File: config.mk
export PLATFORM = sky130hd
export DESIGN_NAME = cla_pipe_addsub
export DESIGN_NICKNAME = d
export VERILOG_FILES = /design/src/rtl/cla_pkg.sv /design/src/rtl/cla_4.sv /design/src/rtl/cla_pipe_addsub.sv
export SDC_FILE = /design/constraint.sdc
export NUM_CORES = 1
export LEC_CHECK = 0
export CAP_MARGIN = 20
export CORE_ASPECT_RATIO = 0.5
export CORE_MARGIN = 3
export CORE_UTILIZATION = 48
export CTS_CLUSTER_SIZE = 20
export DETAILED_ROUTE_END_ITERATION = 10
export HOLD_SLACK_MARGIN = 0.08
export PLACE_DENSITY = 0.7
export SYNTH_ARGS = -nofsm -noshare
export SYNTH_HDL_FRONTEND = slang
export SYNTH_SLANG_ARGS = --single-unit
File: constraint.sdc
create_clock -name clk -period 6.18 [get_ports clk]
set_input_delay 0.927 -clock clk [delete_from_list [all_inputs] [get_ports clk]]
set_output_delay 0.927 -clock clk [all_outputs]
set_load 0.01 [all_outputs]
File: src/rtl/cla_pkg.sv
// Shared constants for the pipelined carry-lookahead adder/subtractor.
package cla_pkg;
    localparam int unsigned DEF_WIDTH = 32;
    localparam int unsigned DEF_BLOCK = 8;
    localparam int unsigned GRP_BITS  = 4;

    localparam logic OP_ADD = 1'b0;
    localparam logic OP_SUB = 1'b1;
endpackage

File: src/rtl/cla_4.sv
// 4-bit carry-lookahead group: sum bits plus group propagate/generate.
module cla_4
    import cla_pkg::*;
(
    input  logic [GRP_BITS-1:0] a,
    input  logic [GRP_BITS-1:0] b,
    input  logic                ci,
    output logic [GRP_BITS-1:0] s,
    output logic                P,
    output logic                G
);
    logic [3:0] p;
    logic [3:0] g;
    logic [3:0] c;

    always_comb begin
        p    = a ^ b;
        g    = a & b;
        c[0] = ci;
        c[1] = g[0] | (p[0] & ci);
        c[2] = g[1] | (p[1] & g[0]) | (p[1] & p[0] & ci);
        c[3] = g[2] | (p[2] & g[1]) | (p[2] & p[1] & g[0]) | (p[2] & p[1] & p[0] & ci);
        s    = p ^ c;
        P    = &p;
        G    = g[3] | (p[3] & g[2]) | (p[3] & p[2] & g[1]) | (p[3] & p[2] & p[1] & g[0]);
    end
endmodule

File: src/rtl/cla_pipe_addsub.sv
// Pipelined add/subtract: one BLOCK-bit slice resolved per stage, with
// skewed operand/sum registers and a stallable output register.
module cla_pipe_addsub
    import cla_pkg::*;
#(
    parameter int unsigned WIDTH = DEF_WIDTH,
    parameter int unsigned BLOCK = DEF_BLOCK
) (
    input  logic             clk,
    input  logic             rst,
    input  logic             in_valid,
    output logic             in_ready,
    input  logic [WIDTH-1:0] X,
    input  logic [WIDTH-1:0] Y,
    input  logic             Cin,
    input  logic             sub,
    output logic             out_valid,
    input  logic             out_ready,
    output logic [WIDTH-1:0] S,
    output logic             Cout,
    output logic             ovf,
    output logic             zero
);
    localparam int unsigned NSTAGE = WIDTH / BLOCK;
    localparam int unsigned NGRP   = BLOCK / GRP_BITS;
    localparam int unsigned LAST   = NSTAGE - 1;

    logic             advance;
    logic [WIDTH-1:0] y_eff;
    logic             c0;

    assign advance  = !out_valid || out_ready;
    assign in_ready = advance;
    assign y_eff    = (sub == OP_SUB) ? ~Y : Y;
    assign c0       = (sub == OP_ADD) ? Cin : 1'b1;

    for (genvar k = 0; k < NSTAGE; k++) begin : stg
        localparam int unsigned LO = k * BLOCK;

        logic                  v_in;
        logic                  c_in;
        logic [WIDTH-1:LO]     a_rem;
        logic [WIDTH-1:LO]     b_rem;
        logic [BLOCK-1:0]      a_s;
        logic [BLOCK-1:0]      b_s;
        logic [BLOCK-1:0]      s_blk;
        logic [LO+BLOCK-1:0]   sum_d;
        logic [NGRP:0]         gc;
        logic [NGRP-1:0]       gp;
        logic [NGRP-1:0]       gg;

        logic                  v_q;
        logic                  c_q;
        logic [LO+BLOCK-1:0]   sum_q;

        // Stage 0 takes the raw beat; later stages take the skewed registers.
        if (k == 0) begin : src
            assign v_in  = in_valid;
            assign c_in  = c0;
            assign a_rem = X;
            assign b_rem = y_eff;
            assign sum_d = s_blk;
        end else begin : src
            assign v_in  = stg[k-1].v_q;
            assign c_in  = stg[k-1].c_q;
            assign a_rem = stg[k-1].fwd.a_q;
            assign b_rem = stg[k-1].fwd.b_q;
            assign sum_d = {s_blk, stg[k-1].sum_q};
        end

        assign a_s   = a_rem[LO +: BLOCK];
        assign b_s   = b_rem[LO +: BLOCK];
        assign gc[0] = c_in;

        for (genvar g = 0; g < NGRP; g++) begin : grp
            cla_4 u_cla (
                .a  (a_s[g*GRP_BITS +: GRP_BITS]),
                .b  (b_s[g*GRP_BITS +: GRP_BITS]),
                .ci (gc[g]),
                .s  (s_blk[g*GRP_BITS +: GRP_BITS]),
                .P  (gp[g]),
                .G  (gg[g])
            );
            assign gc[g+1] = gg[g] | (gp[g] & gc[g]);
        end

        always_ff @(posedge clk) begin
            if (rst) begin
                v_q   <= 1'b0;
                c_q   <= 1'b0;
                sum_q <= '0;
            end else if (advance) begin
                v_q   <= v_in;
                c_q   <= gc[NGRP];
                sum_q <= sum_d;
            end
        end

        // Unresolved upper operand slices travel with the beat.
        if (k < LAST) begin : fwd
            logic [WIDTH-1:LO+BLOCK] a_q;
            logic [WIDTH-1:LO+BLOCK] b_q;

            always_ff @(posedge clk) begin
                if (rst) begin
                    a_q <= '0;
                    b_q <= '0;
                end else if (advance) begin
                    a_q <= a_rem[WIDTH-1:LO+BLOCK];
                    b_q <= b_rem[WIDTH-1:LO+BLOCK];
                end
            end
        end

        // Carry into the MSB, recovered from the MSB's sum and operand bits.
        if (k == LAST) begin : fin
            logic cm_q;

            always_ff @(posedge clk) begin
                if (rst) begin
                    cm_q <= 1'b0;
                end else if (advance) begin
                    cm_q <= a_s[BLOCK-1] ^ b_s[BLOCK-1] ^ s_blk[BLOCK-1];
                end
            end
        end
    end

    always_ff @(posedge clk) begin
        if (rst) begin
            out_valid <= 1'b0;
            S         <= '0;
            Cout      <= 1'b0;
            ovf       <= 1'b0;
            zero      <= 1'b0;
        end else if (advance) begin
            out_valid <= stg[LAST].v_q;
            S         <= stg[LAST].sum_q;
            Cout      <= stg[LAST].c_q;
            ovf       <= stg[LAST].fin.cm_q ^ stg[LAST].c_q;
            zero      <= (stg[LAST].sum_q == '0);
        end
    end
endmodule

Word level (Yosys, flattened, before mapping)
Cells that the tools add are included.
{"block": "totals", "elab_cells": 265, "ff_bits": 221, "output_inout_bits": 37}
{"block": "op_classes", "bitwise_logic": 228, "muxes": 2, "n_reduce_logical": 11}
{"cell": "$and 1x1->1", "n": 120}
{"cell": "$or 1x1->1", "n": 80}
{"cell": "$xor 4x4->4", "n": 16}
{"cell": "$and 4x4->4", "n": 8}
{"cell": "$logic_not 32->1", "n": 1}
{"cell": "$mux 32", "n": 1}
{"cell": "$not 32->32", "n": 1}
{"cell": "$reduce_and 4->1", "n": 8}
{"cell": "$xor 1x1->1", "n": 3}
{"cell": "$logic_not 1->1", "n": 1}
{"cell": "$logic_or 1x1->1", "n": 1}
{"cell": "$mux 1", "n": 1}

Logic depth before layout (Yosys ltp)
Gate-level depths: netlist (run 1).
{"block": "depth", "ltp_word": 11, "mapped_depth": 12, "mapped_depth_nobuf": 10}

Hierarchy
Synthesis (run 1) repeated with hierarchy kept, for this count alone.
{"block": "hier_totals", "hier_cells": 1166, "hier_area_um2": 9704.3}
{"mod": "cla_pipe_addsub", "n_inst": 1, "cells_per_inst": 990, "area_each_um2": 8242.9}
{"mod": "cla_4", "n_inst": 8, "cells_per_inst": 22, "area_each_um2": 182.7}

Least setup slack after synthesis (run 1)
No wires, ideal clock.
{"block": "synth_path", "path_type": "input to register", "from": "input sub", "to": "register stg[0].sum_q[4]", "path_stages": 10, "t_arrival_ns": 3.083, "slack_ns": 3.012, "required_ns": 6.094, "n_path_buf": 2, "cell_sequence": "buf_2 > buf_2 > xor2_1 > ha_1 > a21oi_1 > a21boi_1 > o21ai_0 > nor2b_1 > fa_1 > a211oi_1"}
{"block": "synth_via", "elab_chain_cells": 8}
{"element": "start, declared", "line": "cla_pipe_addsub.sv:16", "source": "input logic sub,"}
{"element": "$mux 32", "line": "cla_pipe_addsub.sv:34", "source": "assign y_eff = (sub == OP_SUB) ? ~Y : Y;"}
{"element": "$xor 4x4->4 or $and 4x4->4 (tied branches)", "line": "cla_4.sv:17, cla_4.sv:18"}
{"element": "$and 1x1->1", "line": "cla_4.sv:25", "source": "G = g[3] | (p[3] & g[2]) | (p[3] & p[2] & g[1]) | (p[3] & p[2] & p[1] & g[0]);"}
{"element": "$or 1x1->1 or $and 1x1->1 (tied branches) (2 in a row)", "line": "cla_4.sv:25"}
{"element": "$or 1x1->1", "line": "cla_4.sv:25"}
{"element": "$or 1x1->1", "line": "cla_pipe_addsub.sv:84", "source": "assign gc[g+1] = gg[g] | (gp[g] & gc[g]);"}
{"element": "$xor 4x4->4 *", "line": "cla_4.sv:23", "source": "s = p ^ c;"}
{"element": "end signal, assigned", "line": "cla_pipe_addsub.sv:95", "source": "sum_q <= sum_d;"}
{"element": "end, declared", "line": "cla_pipe_addsub.sv:54", "source": "logic [LO+BLOCK-1:0] sum_q;"}
Every way passes the cells marked *; elsewhere a longest branch is shown, timed or not.
A chain may end at the register's enable or synchronous reset.

Worst setup path in the final report (run 1)
{"block": "layout_path", "from": "input out_ready", "to": "output in_ready"}
{"block": "layout_via", "elab_chain_cells": 1}
{"element": "start, declared", "line": "cla_pipe_addsub.sv:18", "source": "input logic out_ready,"}
{"element": "$logic_or 1x1->1", "line": "cla_pipe_addsub.sv:32", "source": "assign advance = !out_valid || out_ready;"}
{"element": "end, declared", "line": "cla_pipe_addsub.sv:12", "source": "output logic in_ready,"}
Every way passes these cells.

==> results of run 1 <==
[routing by layer]
| metal | vias to the layer above | part of all wire (%) | GRT usage (%) |
|---|---|---|---|
| met2 | 124 | 42 | 28.2 |
| met1 | 3381 | 52 | 29.0 |
| met4 | 0 | 0.95 | 2.44 |
| met3 | 18 | 4.5 | 3.17 |
| li1 | 3873 | - | - |
| met5 | - | 0 | 0 |
[registers in the layout, indices dropped and copies added, names as in the netlist]
name          cells
stg.fwd.b_q      48
Cout              1
stg.c_q           4
ovf               1
stg.sum_q        80
S                32
stg.fwd.a_q      48
stg.v_q           4
zero              1
stg.fin.cm_q      1
out_valid         1
[kinds of logic (layout without fill, tap and decap cells)]
| family | Yosys count | count (layout) | synth area share (%) |
|---|---|---|---|
| XOR/XNOR | 44 | 44 | 4.21 |
| buffers and inverters | 92 | 160 | 4.41 |
| adder cells (fa/ha/maj) | 40 | 40 | 6.12 |
| flip-flops | 221 | 221 | 48.3 |
| AND/OR/NAND/NOR | 461 | 461 | 21.0 |
| AO/OA/AOI/OAI | 259 | 259 | 15.9 |
[path summary, 6_finish.rpt]
path	endpoint	startpoint	slack, ns	cells past startpoint
worst min-delay path	stg[1].v_q	stg[1].v_q	0.45	2
worst max-delay path	in_ready	out_ready	2.60	4
worst min register to register	stg[1].v_q	stg[1].v_q	0.45	2
worst max register to register	stg[2].sum_q[23]	out_valid	3.83	6
[critical path: cells and delay by family]
| family | cells | cell delay [ns] |
|---|---|---|
| simple gates | 1 | 0.07 |
| buf+inv | 3 | 1.58 |
[area by class of cell]
class / count / area share [%]
clock buffers: 31 / 5.61
clock inverters: 6 / 0.561
inverters: 11 / 0.424
multi-input cells: 804 / 39.7
flip-flops and latches: 221 / 40.5
well taps: 259 / 2.97
repair buffers: 112 / 10.2
[per-stage QoR]
stage / hold WS, ns / instances / util, %
after CTS: 0.452 / 1444 / 58.8
final: 0.451 / 1444 / 58.8
after global placement: 0.439 / 1407 / 55.2
after floorplan: 0.432 / 1117 / -
after detailed placement: 0.444 / 1407 / 55.2
after global routing: 0.465 / 1444 / 58.8
[where the power goes]
part / internal [mW] / total, mW / switching (mW) / leakage, nW
sequential: 1.51 / 1.56 / 0.0528 / 1.81
clock: 0.731 / 1.26 / 0.526 / 0.336
combinational: 0.153 / 0.309 / 0.155 / 2.12
[cells in the final DEF (no fill, tap or decap), types with 2 or more instances in the layout]
master and count:
nand2_1 346, dfxtp_1 221, a21oi_1 187, clkdlybuf4s50_1 104, nor2_1 44, a211oi_1 35
xnor2_1 32, ha_1 32, clkbuf_16 21, a21o_1 17, nand3_1 17, xor2_1 12
nor4_1 12, inv_1 10, o21ai_0 10, nand3b_1 10, fa_1 8, nand4_1 6
nor3_1 6, or3_1 5, clkbuf_1 5, clkbuf_8 5, buf_4 5, or4_1 4
clkinv_2 4, nor4b_1 3, nand4b_1 3, and4_2 2
==> reports/metrics.yaml, run 1 <==
timing:
  setup_ws_ns: 2.60
  fin_crit_sh_pct: 57.9
  rsz0062_at_grt: "false"
  drv_slew: 0
  fmax_ghz: 0.279
  skew_ns: 0.0120
  worst_pin_slew_ns: 0.952
  setup_viol: 0
  period_needed_ns: 3.58
  setup_tns_ns: 0
  hold_viol_final: 0
  maxSlewHeadroom_pct: 36.5
clock_tree:
  cts_setup_buffers: 0
  clk_pin_slew_ns: 0.06
  cts_tree: "yes"
  cts_buffers: 21
  clock_path_buffers: 3
  clock_sinks: 221
  hold_buffers: 0
  cts.htree.levels: 1
  ctsResizeCount: 0
  ctsRootBufferMaster: "clkbuf_16"
  clkLatencyLatePin_ns: 0.49
floorplan:
  core_area_um2: 18600
  fp.dieArea_um2: 20900
  fp-row-count: 35
  start_util_pct: 49.3
  io_pins: 107
  die_x_um: 201
  die_h_um: 104
routing:
  num_vias: 7396
  wirelength_mm: 20.2
  routed_via_density: 5.12
  remaining_drc_errors: 0
  drt_iter0_markers: 579
  drt-pass1-iter-count: 5
  ant_nets: 0
  wl_per_cell_um: 14.0
hold_path:
  worstHoldPathType: "flip-flop to flip-flop"
flow_run:
  drv_cap: 0
critical_path:
  worstSetupStartpointType: "input port"
  endpoint_kind: "output pin"
  crit_slowest_cell: "clkdlybuf4s50_1"
  worst_path_largest_cell_delay_ns: 0.66
  path_cells: "clkdlybuf4s50_1 -> nor2b_4 -> inv_6 -> clkdlybuf4s50_1"
  cp.required_ns: 5.25
  cp_common_cell: "clkdlybuf4s50_1"
  critPathKind: "input port to output pin"
  timing.critical_path.fanout_max: 86
  critPathArrivalTime_ns: 2.65
logic_synthesis:
  syn_area_per_cell_um2: 8.20
  synth-main-ff-cell: "dfxtp_1"
  yosys_register_bits: 221
  yosys-top-cells-count: "nand2_1 (346), dfxtp_1 (221), a21oi_1 (187)"
  syn_nets: 1227
  synth.most_common_cell: "nand2_1"
  synth_cell_types: 39
  yosysTopAreaCell: "dfxtp_1"
  syn_inst: 1117
  synth-seq-area-share_pct: 48.3
  synth_edf_count: 0
  ys_top_cells_by_area: "dfxtp_1 (48%), nand2_1 (14%), a21oi_1 (10%), ha_1 (4.4%), xnor2_1 (3.1%)"
  synth.cell_area_um2: 9160
  ys_async_sr_fraction_pct: 0
  ys_warn_count: 0
  synth_top_area_share_pct: 48.3
finish:
  drive_gt1_share_pct: 3.88
  seqCellArea_um2: 4420
  n_antenna_cell: 0
  final_cell_area_um2: 10900
  multi_input_area_um2: 4340
  nFillCells: 1751
  area_growth_pct: 19.3
  num-nets-final: 1281
power_and_ir_drop:
  p_total_mw: 3.13
  peakVddDrop_v: 0.000160
  power.leakage_nw: 4.26
  power_density_nw_per_um2: 286
global_route:
  antenna_found_initial: 0
  grt_overflow: 0
  grt_start_max_net_pins: 203
  grt_pass1_wl_mm: 33.7
  grt_pass1_vias: 6917
  grtUsageTotal_pct: 18.8
placed_design:
  dp_hpwl_mm: 13.4
  portBuffers: 106
  place.gp.congestion: 0.794
  dp_slack_ns: 2.61
  dpl_cell_area_um2: 10200
run_status:
  status: "finished, final reports clean"
No activity file was read; power rests on OpenSTA's default activity.
==> run 2: changes to the inputs <==
clock period = 3.6 ns   (was 6.18 ns; I/O delays follow)
==> run 2 against run 1 <==
- non-clock buffer count increased by 2
- critical path depth increased by 5
- global-route usage increased by 0.13 points
- via count increased by 0.57%
- register-to-register slack got worse by 2.4 ns
- total power increased by 73%
==> reports/metrics.yaml, run 2 (synthesis gave the netlist of run 1 again) <==
timing:
  fmax_ghz: 0.371
  maxSlewHeadroom_pct: 36.8
  setup_viol: 0
  rsz0062_at_grt: "false"
  fin_crit_sh_pct: 74.9
  hold_viol_final: 0
  period_needed_ns: 2.70
  skew_ns: 0.00600
  setup_tns_ns: 0
  worst_pin_slew_ns: 0.948
  drv_slew: 0
routing:
  dr_wl_met2_mm: 8.20
  wl_met1_mm: 10.8
  num_vias: 7438
  wirelength_mm: 20.1
  ant_nets: 0
  routed_via_density: 5.15
  routed.top_layer: "met4"
  remaining_drc_errors: 0
  drt-pass1-iter-count: 5
  wl_per_cell_um: 13.9
  drt_iter0_markers: 705
  wl_met3_um: 838
critical_path:
  critPathKind: "input port to flip-flop"
  crit_slowest_cell: "clkdlybuf4s50_1"
  endpoint_kind: "flip-flop"
  path_cells: "clkdlybuf4s50_1 -> xor2_1 -> ha_1 -> a21oi_1 -> a21boi_1 -> o21ai_0 -> nor2b_1 -> fa_1 -> a211oi_1"
  critPathArrivalTime_ns: 3.09
  cp.required_ns: 4.00
  timing.critical_path.fanout_max: 4
  cp-startpoint: "Y[1]"
  crit_buf_inv: 1
  r2r-start: "stg[0].fwd.a_q[10]"
  path_delay_family: "compound AO/OA/AOI/OAI gates"
  worstSetupStartpointType: "input port"
  worst_path_largest_cell_delay_ns: 0.47
finish:
  largest_reg_flops: 80
  drive_gt1_share_pct: 4.22
  final_cell_mix: "nand2_1 (346), dfxtp_1 (221), a21oi_1 (187)"
  top_regs: "stg.sum_q x80, stg.fwd.a_q x48, stg.fwd.b_q x48"
  layout_commonest_cell: "nand2_1"
  n_antenna_cell: 0
  top_register: "stg.sum_q"
  num-nets-final: 1282
  nFillCells: 1683
  area_growth_pct: 19.9
placed_design:
  portBuffers: 106
  place.gp.congestion: 0.820
  dp_hpwl_mm: 13.4
global_route:
  grt_pass1_wl_mm: 34.0
  antenna_found_initial: 0
  grtUsageTotal_pct: 18.9
  grt_pass1_vias: 6842
  grt_overflow: 0
  grt_start_max_net_pins: 203
run_status:
  status: "finished, final reports clean"
power_and_ir_drop:
  peakVddDrop_v: 0.000293
  power_density_nw_per_um2: 492
  p_total_mw: 5.41
  power.leakage_nw: 4.30
clock_tree:
  clkLatencyLatePin_ns: 0.49
  cts_buffers: 20
  ctsResizeCount: 0
  clock_path_buffers: 3
  cts_setup_buffers: 0
  clock_sinks: 221
  cts.htree.levels: 1
  clk_pin_slew_ns: 0.07
  cts_tree: "yes"
  hold_buffers: 0
  ctsRootBufferMaster: "clkbuf_16"
hold_path:
  worstHoldPathType: "input port to flip-flop"
  hp-start: "rst"
floorplan:
  start_util_pct: 49.3
  die_h_um: 104
  die_x_um: 201
  core_area_um2: 18600
  io_pins: 107
  fp-row-count: 35
  fp.dieArea_um2: 20900
flow_run:
  drv_cap: 0
run 2: cell types whose count changed in the layout (fill, tap and decap cells not counted), sizes merged:
cell / before / now
buf: 8 / 10
inv: 12 / 11
run 2: worst register-to-register path, cell delays in order (launching register included):
cell      delay (ns)
dfxtp_1         0.32
ha_1            0.35
a21o_1          0.18
a21oi_1         0.25
nand2_1         0.11
fa_1            0.38
xnor2_1         0.35
a211oi_1        0.13
run 2: worst paths after layout:
check	endpoint	slack [ns]	depth (start not counted)
min	out_valid	0.45	2
min reg2reg	S[1]	0.45	2
max	stg[0].sum_q[4]	0.90	9
max reg2reg	stg[1].sum_q[13]	1.40	7
run 2: metrics by stage:
| stage | setup WS, ns | instances | instance area (um2) | hold WS (ns) | util [%] |
|---|---|---|---|---|---|
| floorplan | 0.819 | 1117 | 9160 | 0.432 | - |
| global placement | 0.677 | 1409 | 10300 | 0.438 | 55.4 |
| global route | 0.705 | 1445 | 11000 | 0.460 | 59.1 |
| detailed placement | 0.474 | 1409 | 10300 | 0.444 | 55.4 |
| CTS | 0.937 | 1445 | 11000 | 0.421 | 59.1 |
| finish | 0.904 | 1445 | 11000 | 0.447 | 59.1 |
run 2: final cells by class:
type | instances | area (um2) | area share (%)
Sequential cell | 221 | 4420 | 40.3
Clock buffer | 31 | 643 | 5.86
Clock inverter | 5 | 50.0 | 0.456
Multi-Input combinational cell | 804 | 4340 | 39.5
Timing Repair Buffer | 114 | 1150 | 10.5
Tap cell | 259 | 324 | 2.95
Inverter | 11 | 46.3 | 0.422
run 2: routing by layer:
metal | vias to the layer above | track usage (%)
li1 | 3856 | -
met1 | 3430 | 29.9
met2 | 127 | 27.6
met3 | 25 | 2.64
met4 | 0 | 3.43
met5 | - | 0
run 2: power breakdown:
group | switching (mW) | internal, mW
combinational | 0.272 | 0.266
sequential | 0.0857 | 2.59
clock | 0.891 | 1.30
total | 1.25 | 4.16
==> run 3: changes to the inputs <==
PLACE_DENSITY = 0.73   (was 0.7)
clock period = 2.2 ns   (was 3.6 ns; I/O delays follow)
==> run 3 against run 2 <==
- utilization increased by 1.6 points
- total power increased by 70%
- sequential power increased by 63%
- count of clock-buffer cells in the layout decreased by 2
- cell area increased by 2.7%
- global-route usage increased by 0.72 points
- critical path depth unchanged
- register-to-register slack got worse by 1.2 ns
- die area unchanged
- non-clock buffer count increased by 20
- first-iteration DRC count decreased by 9.2%
- via count increased by 1.8%
- largest cell class unchanged
- largest power group unchanged
==> reports/metrics.yaml, run 3 (synthesis gave the netlist of run 1 again) <==
floorplan:
  fp.dieArea_um2: 20900
  io_pins: 107
  die_h_um: 104
  die_x_um: 201
  fp-row-count: 35
  core_area_um2: 18600
  start_util_pct: 49.3
power_and_ir_drop:
  peakVddDrop_v: 0.000527
  power.leakage_nw: 4.44
  pwr-share-seq_pct: 47.6
  p_total_mw: 9.21
  power_density_nw_per_um2: 817
  sw_frac_of_total_pct: 22.9
  combPwrFrac_pct: 10.4
  internal-power_mw: 7.10
  p_switching_mw: 2.11
  pwr-share-clk_pct: 42.1
critical_path:
  path_delay_family: "adder cells"
  critPathKind: "input port to flip-flop"
  r2r-start: "stg[0].fwd.a_q[10]"
  endpoint_kind: "flip-flop"
  timing.critical_path.fanout_max: 3
  critPathArrivalTime_ns: 2.56
  path_cells: "clkdlybuf4s50_1 -> xor2_1 -> ha_1 -> a21oi_2 -> a21boi_2 -> o21ai_1 -> nor2b_2 -> fa_2 -> a211oi_2"
  crit_buf_inv: 1
  crit_slowest_cell: "clkdlybuf4s50_1"
  worstSetupStartpointType: "input port"
  cp-startpoint: "Y[1]"
  cp.required_ns: 2.61
  worst_path_largest_cell_delay_ns: 0.47
routing:
  ant_nets: 0
  remaining_drc_errors: 0
  drt-pass1-iter-count: 5
  drt_iter0_markers: 640
  wirelength_mm: 20.9
  routed_via_density: 5.16
  num_vias: 7574
  wl_per_cell_um: 14.3
clock_tree:
  clock_sinks: 221
  clkLatencyLatePin_ns: 0.49
  cts.htree.levels: 1
  clk_pin_slew_ns: 0.06
  hold_buffers: 0
  cts_buffers: 21
  cts_tree: "yes"
  clock_path_buffers: 3
  ctsRootBufferMaster: "clkbuf_16"
timing:
  period_needed_ns: 2.14
  fmax_ghz: 0.467
  hold_viol_final: 0
  drv_slew: 0
  hold_ws_ns: 0.319
  fin_crit_sh_pct: 97.3
  setup_viol: 0
  skew_ns: 0.00814
  worst_pin_slew_ns: 0.680
  maxSlewHeadroom_pct: 54.6
  setup_ws_ns: 0.0585
finish:
  num-nets-final: 1303
  n_antenna_cell: 0
  top_register: "stg.sum_q"
  largest_reg_flops: 80
  drive_gt1_share_pct: 6.54
  nFillCells: 1644
  area_growth_pct: 23.1
  top_regs: "stg.sum_q x80, stg.fwd.a_q x48, stg.fwd.b_q x48"
  layout_commonest_cell: "nand2_1"
  final_cell_mix: "nand2_1 (346), dfxtp_1 (221), a21oi_1 (183)"
global_route:
  grt_pass1_wl_mm: 35.1
  grt_overflow: 0
  grtUsageTotal_pct: 19.6
  antenna_found_initial: 0
  grt_start_max_net_pins: 86
  grt_pass1_vias: 7110
placed_design:
  place.gp.congestion: 0.833
  dp_slack_ns: -0.429
  portBuffers: 106
  dp_hpwl_mm: 14.5
hold_path:
  worstHoldPathType: "input port to flip-flop"
  hp-start: "rst"
flow_run:
  drv_cap: 0
run_status:
  status: "finished, final reports clean"
==> run 3: final timing paths <==
check | slack, ns | endpoint | depth (start not counted)
max | 0.06 | stg[0].sum_q[4] | 9
min | 0.32 | stg[0].sum_q[5] | 2
max reg2reg | 0.18 | stg[1].sum_q[13] | 7
min reg2reg | 0.45 | S[10] | 2
==> run 3: repair_timing <==
action                                  CTS  global route
buffers inserted                          0             1
resized for setup                         0             4
endpoints found under the setup margin    0             5
==> run 3: area by class of cell <==
| class | instances | area [um2] | area share (%) |
|---|---|---|---|
| clock buffer | 29 | 596 | 5.28 |
| sequential | 221 | 4420 | 39.2 |
| tap | 259 | 324 | 2.87 |
| clock inverter | 9 | 159 | 1.41 |
| multi-input combinational | 804 | 4370 | 38.8 |
| timing repair buffer | 134 | 1360 | 12.0 |
| inverter | 11 | 46.3 | 0.411 |
==> run 3: power groups by stage <==
stage | Clock, mW | Sequential [mW] | Combinational, mW
after floorplan | 0 | 4.43 | 0.582
after global routing | 4.13 | 4.40 | 1.06
after CTS | 3.93 | 4.38 | 0.941
after global placement | 0 | 4.46 | 0.900
after detailed placement | 0 | 4.47 | 0.931
final | 3.88 | 4.38 | 0.956
==> run 3: routing by layer <==
metal / up-vias / track usage, % / wire (um)
met2: 157 / 29.1 / 8880
met1: 3492 / 30.3 / 10800
met3: 24 / 2.98 / 963
met4: 0 / 3.88 / 322
li1: 3901 / - / -
met5: - / 0 / 0
==> run 3: through the flow <==
stage	cell area [um2]	utilization [%]	TNS, ns	std cells
floorplan	9200	-	-0.204	1117
global placement	10500	56.5	-1.27	1428
detailed placement	10500	56.5	-1.83	1428
CTS	11300	60.6	0	1466
global route	11300	60.7	-0.0583	1467
finish	11300	60.7	0	1467
==> run 3: worst reg2reg max path, delay by kind of cell (launching register included) <==
family | cells | cell delay (ns)
AOI/OAI and AO/OA | 3 | 0.65
xor gates and xnor gates | 1 | 0.13
adders and majority gates | 2 | 0.73
DFF | 1 | 0.32
and+or+nand+nor | 1 | 0.10
